$ cat src/rtl/program_counter.sv
`default_nettype none
// ============================================================================
// Module   : program_counter
// Brief    : picoMIPS program counter with hold, increment, absolute and
//            relative branch, all modulo 2^P_SIZE.
// Revision : 1.0 - initial release
// ============================================================================
module program_counter #(
  parameter int P_SIZE = 6
) (
  input  logic              clk,
  input  logic              nRst,
  output logic [P_SIZE-1:0] addressOut,
  input  logic [P_SIZE-1:0] branchAddress,
  input  logic              inc,
  input  logic              branchAbs,
  input  logic              branchRel
);

  localparam logic [P_SIZE-1:0] c_one = {{(P_SIZE-1){1'b0}}, 1'b1};

  logic [P_SIZE-1:0] r_pc;
  logic [P_SIZE-1:0] w_pc_next;

  // Priority order: absolute branch, relative branch, increment, hold.
  // Sums are P_SIZE wide, so the carry drops and negative offsets wrap backwards.
  always_comb begin
    w_pc_next = r_pc;
    if (branchAbs)
      w_pc_next = branchAddress;
    else if (branchRel)
      w_pc_next = r_pc + branchAddress;
    else if (inc)
      w_pc_next = r_pc + c_one;
  end

  always_ff @(posedge clk) begin
    if (nRst)
      r_pc <= '0;
    else
      r_pc <= w_pc_next;
  end

  assign addressOut = r_pc;

endmodule
`default_nettype wire

$ cat config.mk
export PLATFORM = sky130hd
export DESIGN_NAME = program_counter
export DESIGN_NICKNAME = d
export VERILOG_FILES = /design/src/rtl/program_counter.sv
export SDC_FILE = /design/constraint.sdc
export NUM_CORES = 1
export LEC_CHECK = 0
export CELL_PAD_IN_SITES_DETAIL_PLACEMENT = 2
export CELL_PAD_IN_SITES_GLOBAL_PLACEMENT = 2
export CORE_MARGIN = 2
export CORE_UTILIZATION = 32
export CTS_BUF_LIST = sky130_fd_sc_hd__clkbuf_4 sky130_fd_sc_hd__clkbuf_8 sky130_fd_sc_hd__clkbuf_16
export CTS_CLUSTER_SIZE = 14
export DETAILED_ROUTE_END_ITERATION = 12
export DONT_BUFFER_PORTS = 1
export PLACE_DENSITY = 0.75
export SYNTH_ARGS = -nofsm -noshare
export SYNTH_HDL_FRONTEND = slang
export SYNTH_SLANG_ARGS = --single-unit
$ cat constraint.sdc
create_clock -name clk -period 1.9 [get_ports clk]
set_input_delay 0.19 -clock clk [delete_from_list [all_inputs] [get_ports clk]]
set_output_delay 0.19 -clock clk [all_outputs]
set_load 0.005 [all_outputs]
* Word-level counts from Yosys, hierarchy flattened
Index checks and enable logic that the tools add are counted.
** Word-level totals
- Logic and storage cells :: 7
- Bits of input ports :: 11
- Flip-flop bits (word level) :: 6
- Output and inout port bits :: 6
** Cells by class
- Multiplexer cells :: 3
- $add $sub $neg :: 2
- Reduce and logical (&&, ||, !) cells :: 1
** Operator list (number)
- 2-to-1 mux 6 bit :: 3
- adder 6 x 1 -> 6 bit (second input constant) :: 1
- adder 6 bit :: 1
- nonzero test 3 bit :: 1

* Depth between registers and ports, before layout
Gate-level depths: netlist (run 1).
- Depth after elaboration :: 4
- Gate-level depth with buffers :: 8
- Depth with buffers taken out :: 8

* Worst setup path before layout (run 1)
OpenSTA, ideal clock, no wires.
- Path type :: reg-to-reg
- Start point :: register r_pc[0], in the netlist addressOut[0]
- End point :: register r_pc[4], in the netlist addressOut[4]
- Period minus slack after synthesis :: 1618 ps
- Cell stages (with the launch flop) :: 8
- Setup time :: 138 ps
- Data arrival time :: 1480 ps
- Path buffers :: 0
- Slack :: 282 ps
- Required time :: 1762 ps
- Cell sequence :: dfxtp_1 > ha_1 > inv_1 > fa_1 > nand2b_1 > a21oi_1 > mux2i_1 > a221oi_1
** On the way
- Cells in the longest elaborated chain, start to end :: 4
- Elaborated cells on any way between the ends :: 5
- Those cells by class :: 2 x add/sub; 3 x mux
** RTL lines
- start, declared :: line 22 : logic [P_SIZE-1:0] r_pc;
- start signal, assigned :: line 41 : r_pc <= w_pc_next;
- adder 6 x 1 -> 6 bit :: line 34 : w_pc_next = r_pc + c_one;
- 2-to-1 mux 6 bit :: line 33 : else if (inc)
- 2-to-1 mux 6 bit * :: line 31 : else if (branchRel)
- 2-to-1 mux 6 bit * :: line 29 : if (branchAbs)
Every way passes the cells marked *; elsewhere a longest branch is shown, timed or not. The select of a mux whose other input is x is not followed.
A chain may end at the register's enable or synchronous reset.

* Worst setup path after layout (run 1)
Same ends and word-level chain as after synthesis.

==> results of run 1 <==
[through the flow]
step	util (%)	area (µm²)
after global placement	36.0	548
after floorplan	-	532
after CTS	37.4	571
after global routing	37.4	571
final	37.4	571
after detailed placement	36.0	548
[layer usage]
layer / GRT usage, % / vias to the layer above / part of all wire [%]
li1: - / 230 / -
met1: 18.6 / 229 / 43
met2: 25.8 / 10 / 51
met3: 6.00 / 2 / 5.3
met4: 3.64 / 0 / 0.63
met5: 0 / - / 0
[worst max-delay path by stage]
stage	to	from
2_1_floorplan	addressOut[4]$_SDFFE_PP0P_	addressOut[0]$_SDFFE_PP0P_
3_3_place_gp	addressOut[4]$_SDFFE_PP0P_	addressOut[0]$_SDFFE_PP0P_
3_5_place_dp	addressOut[4]$_SDFFE_PP0P_	addressOut[0]$_SDFFE_PP0P_
4_1_cts	addressOut[4]$_SDFFE_PP0P_	addressOut[0]$_SDFFE_PP0P_
5_1_grt	addressOut[4]$_SDFFE_PP0P_	addressOut[0]$_SDFFE_PP0P_
6_report	addressOut[4]$_SDFFE_PP0P_	addressOut[0]$_SDFFE_PP0P_
[cells in the final DEF, fill, tap and decap left out, types with 2 or more instances in the layout]
cell	netlist	final
dfxtp_1	6	6
inv_1	4	4
nand2_1	3	3
nor3b_1	2	2
a21oi_1	7	7
clkbuf_4	0	3
nor3_1	2	2
nor2b_1	2	2
a211oi_1	2	2
xor2_1	2	2
ha_1	5	5
nor2_1	6	6
and2_2	3	3
mux2i_1	2	2
[cells in the mapped netlist (2+ instances only)]
cell,n
a21oi_1,7
nor2b_1,2
nor3b_1,2
nor3_1,2
inv_1,4
nor2_1,6
dfxtp_1,6
mux2i_1,2
ha_1,5
a211oi_1,2
xor2_1,2
and2_2,3
nand2_1,3
[cell type report]
class                      instances  area [µm²]  area share [%]
multi-input combinational         53         393            68.9
sequential                         6         120            21.1
clock buffer                       3        22.5            3.95
tap                               16        20.0            3.51
inverter                           4        15.0            2.63
[power by group]
group | leakage, nW | total [W] | internal (W) | switching, W
Sequential | 0.0499 | 0.000152 | 0.000139 | 0.0000129
Combinational | 0.171 | 0.0000985 | 0.0000503 | 0.0000482
Clock | 0.0138 | 0.000118 | 0.0000715 | 0.0000461
[worst reg2reg max path, cell delays in order (launching register included)]
cell and delay (ns):
dfxtp_1 0.36, ha_1 0.18, inv_1 0.06, fa_1 0.39, nand2b_1 0.17, a21oi_1 0.17, mux2i_1 0.09, a221oi_1 0.22
[kinds of logic after synthesis]
family	count (synthesis)	synth area share (%)
adder cells (fa/ha/maj)	6	15.5
flip-flops	6	22.6
multiplexers	3	5.88
XOR/XNOR	3	4.94
buffers and inverters	5	3.53
AO/OA/AOI/OAI	13	15.3
AND/OR/NAND/NOR	28	32.2
==> flow_metrics.py, run 1 <==
metrics = {
    "power_and_ir_drop": {
        "power_leakage_nw": 0.235,
        "power_density_nw_per_um2": 644,
        "p_total_w": 0.000368,
        "irDropWorstVdd_uv": 366,
    },
    "setup_path": {
        "cp-end-kind": "flip-flop",
        "worst-path-buf-inv": 1,
        "crit_type": "flip-flop to flip-flop",
        "critPathMaxFanout": 3,
        "r2r-end": "addressOut[4]$_SDFFE_PP0P_",
        "reg2reg_depth": 7,
        "rrSetupSlack_ns": 0.18,
        "crit_path_max_incr_delay_ns": 0.39,
        "cp_slowest_cell": "fa_1",
        "critPathRequiredTime_ns": 2.05,
        "rr_startpoint": "addressOut[0]$_SDFFE_PP0P_",
        "worstPathArrival_ns": 1.88,
        "start_kind": "flip-flop",
        "crit_path_cell_trace": "ha_1 -> inv_1 -> fa_1 -> nand2b_1 -> a21oi_1 -> mux2i_1 -> a221oi_1",
        "worst-path-stages": 7,
        "cp_top_family": "adder cells",
    },
    "synthesis": {
        "yosysSeqAreaShare_pct": 22.6,
        "ys_types": 31,
        "synth_top_area_cell": "dfxtp_1",
        "ys_async_sr_fraction_pct": 0,
        "syn-cell-area_um2": 532,
        "synth_edf_count": 0,
        "synthCells": 64,
        "netlist_top_cells_area": "dfxtp_1 (23%), ha_1 (12%), a21oi_1 (6.6%)",
        "syn_nets": 81,
        "syn_area_per_cell_um2": 8.31,
        "ys.flop_type": "dfxtp_1",
        "synth.top_cell.area_share_pct": 22.6,
        "yosysWarnings": 0,
        "ys_ff_latch": 6,
    },
    "clocking": {
        "cts_tree": "done",
        "htreeDepth": 1,
        "ctsResizeCount": 0,
        "hold_buffers": 0,
        "clk_latency_ns": 0.25,
        "cts_root_buffer": "clkbuf_4",
        "cts_buffers": 3,
        "post-cts-setup-buffers": 0,
        "clk_path_buf_depth": 2,
        "cts_sinks": 6,
        "path_clk_slew_ns": 0.05,
    },
    "grt": {
        "antenna_found_initial": 0,
        "grt_util_all_layers_pct": 15.4,
        "grt_remaining_overflow": 0,
        "grt_pass1_vias": 497,
        "grt_start_max_net_pins": 13,
        "grt_pass1_wl_um": 2170,
    },
    "worst_hold_path": {
        "min-delay-start": "nRst",
        "worst_hold_path.endpoint": "addressOut[0]$_SDFFE_PP0P_",
        "min_path_type": "input port to flip-flop",
        "hold_depth": 1,
    },
    "die": {
        "dieArea_um2": 2000,
        "start_util_pct": 34.9,
        "die_w_um": 44.8,
        "core-area_um2": 1520,
        "fp-row-count": 14,
        "die_h_um": 44.8,
        "io_pins": 17,
    },
    "final_layout": {
        "syn_to_final_growth_pct": 7.29,
        "largest_reg_flops": 6,
        "antennaDiodeCount": 0,
        "stdcell_count": 82,
        "drive_gt1_share_pct": 16.7,
        "nFillCells": 182,
        "nNetsFinal": 85,
    },
    "sta": {
        "tns_ns": 0,
        "setup_violations": 0,
        "tightest_slew_ns": 0.226,
        "slew_viol_final": 0,
        "setup_ws_ns": 0.176,
        "holdWs_ns": 0.00863,
        "hold_viol": 0,
        "rsz0062_at_grt": "no",
        "fin_skew_ns": 0.00387,
        "max_freq_ghz": 0.580,
        "post-route-period-util_pct": 90.7,
        "fin_crit_ns": 1.72,
        "slew_headroom_pct": 84.8,
    },
    "routing": {
        "dr.pass1.iters": 1,
        "vias_per_cell": 5.74,
        "post_drt_wl_per_cell_um": 15.5,
        "drtIter0Drc": 0,
        "drc_errors": 0,
        "vias": 471,
        "routed_wl_um": 1270,
        "ant_nets": 0,
    },
    "placement": {
        "dp_hpwl_um": 1020,
        "dpl_worst_slack_ns": 0.165,
        "portBuffers": 0,
        "dp_cells": 79,
        "place.gp.congestion": 0.764,
    },
    "flow_run": {
        "cap_violations": 0,
    },
    "status": {
        "status": "complete, no violations",
    },
}
Note: power is estimated with default switching activity, not from simulation.
==> inputs of run 2 (changes only) <==
- ABC_AREA: unset -> 0
- CORE_UTILIZATION: 32 -> 35
- PLACE_DENSITY: 0.75 -> 0.8
- clock period: 1.9 -> 2 ns (I/O delays scaled with it)
==> run 2 against run 1 <==
Flip-flop and latch count unchanged. Worst setup slack better by 0.085 ns. Utilization up 1.3 points. Register-to-register slack improved by 0.09 ns. Die area decreased by 7.8%. First-iteration DRC count grew 3. Critical path type unchanged.
==> flow_metrics.py, run 2 (synthesis gave the netlist of run 1 again) <==
metrics = {
    "final_layout": {
        "drive_gt1_share_pct": 16.7,
        "final_common_cell": "a21oi_1",
        "final_cell_mix": "a21oi_1 (7), nor2_1 (6), dfxtp_1 (6)",
        "seq_area_um2": 120,
        "largest_reg_flops": 6,
        "nFillCells": 179,
        "antennaDiodeCount": 0,
        "syn_to_final_growth_pct": 7.29,
        "nNetsFinal": 85,
        "multiInputGateArea_um2": 393,
    },
    "routing": {
        "drtIter0Drc": 3,
        "dr.pass1.iters": 3,
        "drc_errors": 0,
        "ant_nets": 0,
        "routed_wl_um": 1350,
        "vias": 478,
        "vias_per_cell": 5.83,
        "post_drt_wl_per_cell_um": 16.5,
    },
    "setup_path": {
        "worstPathArrival_ns": 1.88,
        "critPathRequiredTime_ns": 2.14,
        "crit_path_cell_trace": "ha_1 -> inv_1 -> fa_1 -> nand2b_1 -> a21oi_1 -> mux2i_1 -> a221oi_1",
        "cp_top_family": "adder cells",
        "cp-end-kind": "flip-flop",
        "rrSetupSlack_ns": 0.26,
        "worst-path-buf-inv": 1,
        "crit_path_max_incr_delay_ns": 0.41,
        "critPathMaxFanout": 3,
        "cp_slowest_cell": "fa_1",
        "crit_type": "flip-flop to flip-flop",
        "start_kind": "flip-flop",
    },
    "sta": {
        "tns_ns": 0,
        "fin_crit_ns": 1.74,
        "tightest_slew_ns": 0.220,
        "rsz0062_at_grt": "no",
        "hold_viol": 0,
        "fin_skew_ns": 0.00433,
        "setup_violations": 0,
        "max_freq_ghz": 0.575,
        "post-route-period-util_pct": 86.9,
        "setup_ws_ns": 0.261,
        "slew_viol_final": 0,
        "slew_headroom_pct": 85.2,
    },
    "placement": {
        "dpl_worst_slack_ns": 0.268,
        "place.gp.congestion": 0.773,
        "dp_hpwl_um": 1050,
        "portBuffers": 0,
    },
    "clocking": {
        "htreeDepth": 1,
        "cts_tree": "done",
        "post-cts-setup-buffers": 0,
        "hold_buffers": 0,
        "cts_sinks": 6,
        "cts_root_buffer": "clkbuf_4",
        "path_clk_slew_ns": 0.05,
        "clk_path_buf_depth": 2,
        "clk_latency_ns": 0.26,
        "ctsResizeCount": 0,
        "cts_buffers": 3,
    },
    "power_and_ir_drop": {
        "power_leakage_nw": 0.235,
        "irDropWorstVdd_uv": 312,
        "power_density_nw_per_um2": 636,
    },
    "grt": {
        "grt_remaining_overflow": 0,
        "grt_pass1_wl_um": 2400,
        "grt_start_max_net_pins": 13,
        "grt_util_all_layers_pct": 17.8,
        "grt_pass1_vias": 515,
        "antenna_found_initial": 0,
    },
    "die": {
        "start_util_pct": 36.1,
        "die_w_um": 43.0,
        "dieArea_um2": 1850,
        "die_h_um": 43.0,
        "io_pins": 17,
        "fp-row-count": 14,
        "core-area_um2": 1470,
    },
    "worst_hold_path": {
        "min_path_type": "input port to flip-flop",
    },
    "status": {
        "status": "complete, no violations",
    },
    "flow_run": {
        "cap_violations": 0,
    },
}
==> run 2: cell type report <==
cell class                      instances  area share, %
Clock buffer                            3           3.95
Multi-Input combinational cell         53           68.9
Sequential cell                         6           21.1
Inverter                                4           2.63
Tap cell                               16           3.51
==> run 2: where the power goes <==
part / switching, W / internal [W] / total (W)
Combinational: 0.0000475 / 0.0000485 / 0.0000960
Sequential: 0.0000122 / 0.000131 / 0.000144
Clock: 0.0000548 / 0.0000686 / 0.000123
Total: 0.000114 / 0.000249 / 0.000363
==> run 2: worst paths after layout <==
| kind | from | to | depth (start not counted) |
|---|---|---|---|
| setup / recovery | addressOut[0]$_SDFFE_PP0P_ | addressOut[4]$_SDFFE_PP0P_ | 7 |
| hold / removal | nRst | addressOut[0]$_SDFFE_PP0P_ | 1 |
| hold reg to reg | addressOut[4]$_SDFFE_PP0P_ | addressOut[4]$_SDFFE_PP0P_ | 2 |
| setup reg to reg | addressOut[0]$_SDFFE_PP0P_ | addressOut[4]$_SDFFE_PP0P_ | 7 |
==> run 2: worst reg2reg max path, cell delays in order (launching register included) <==
cell and delay, ns:
dfxtp_1 0.37, ha_1 0.19, inv_1 0.05, fa_1 0.41, nand2b_1 0.17, a21oi_1 0.16, mux2i_1 0.20, a221oi_1 0.08
==> run 2: per-layer routing <==
layer / part of all wire (%) / global-route usage (%) / vias to the layer above / wire (µm)
li1: - / - / 235 / -
met1: 44 / 22.9 / 229 / 596
met2: 50 / 28.2 / 12 / 682
met3: 4.3 / 4.68 / 2 / 58
met4: 1.2 / 7.27 / 0 / 16
met5: 0 / 0 / - / 0
==> run 2: stage by stage <==
stage	cell area (µm²)	hold slack, ns	total power (W)	instances	util [%]
floorplan	532	0.272	0.000225	64	-
finish	571	0.0113	0.000363	82	38.8
CTS	571	0.00640	0.000369	82	38.8
global route	571	0.00130	0.000388	82	38.8
detailed placement	548	0.276	0.000242	79	37.2
global placement	548	0.274	0.000238	79	37.2
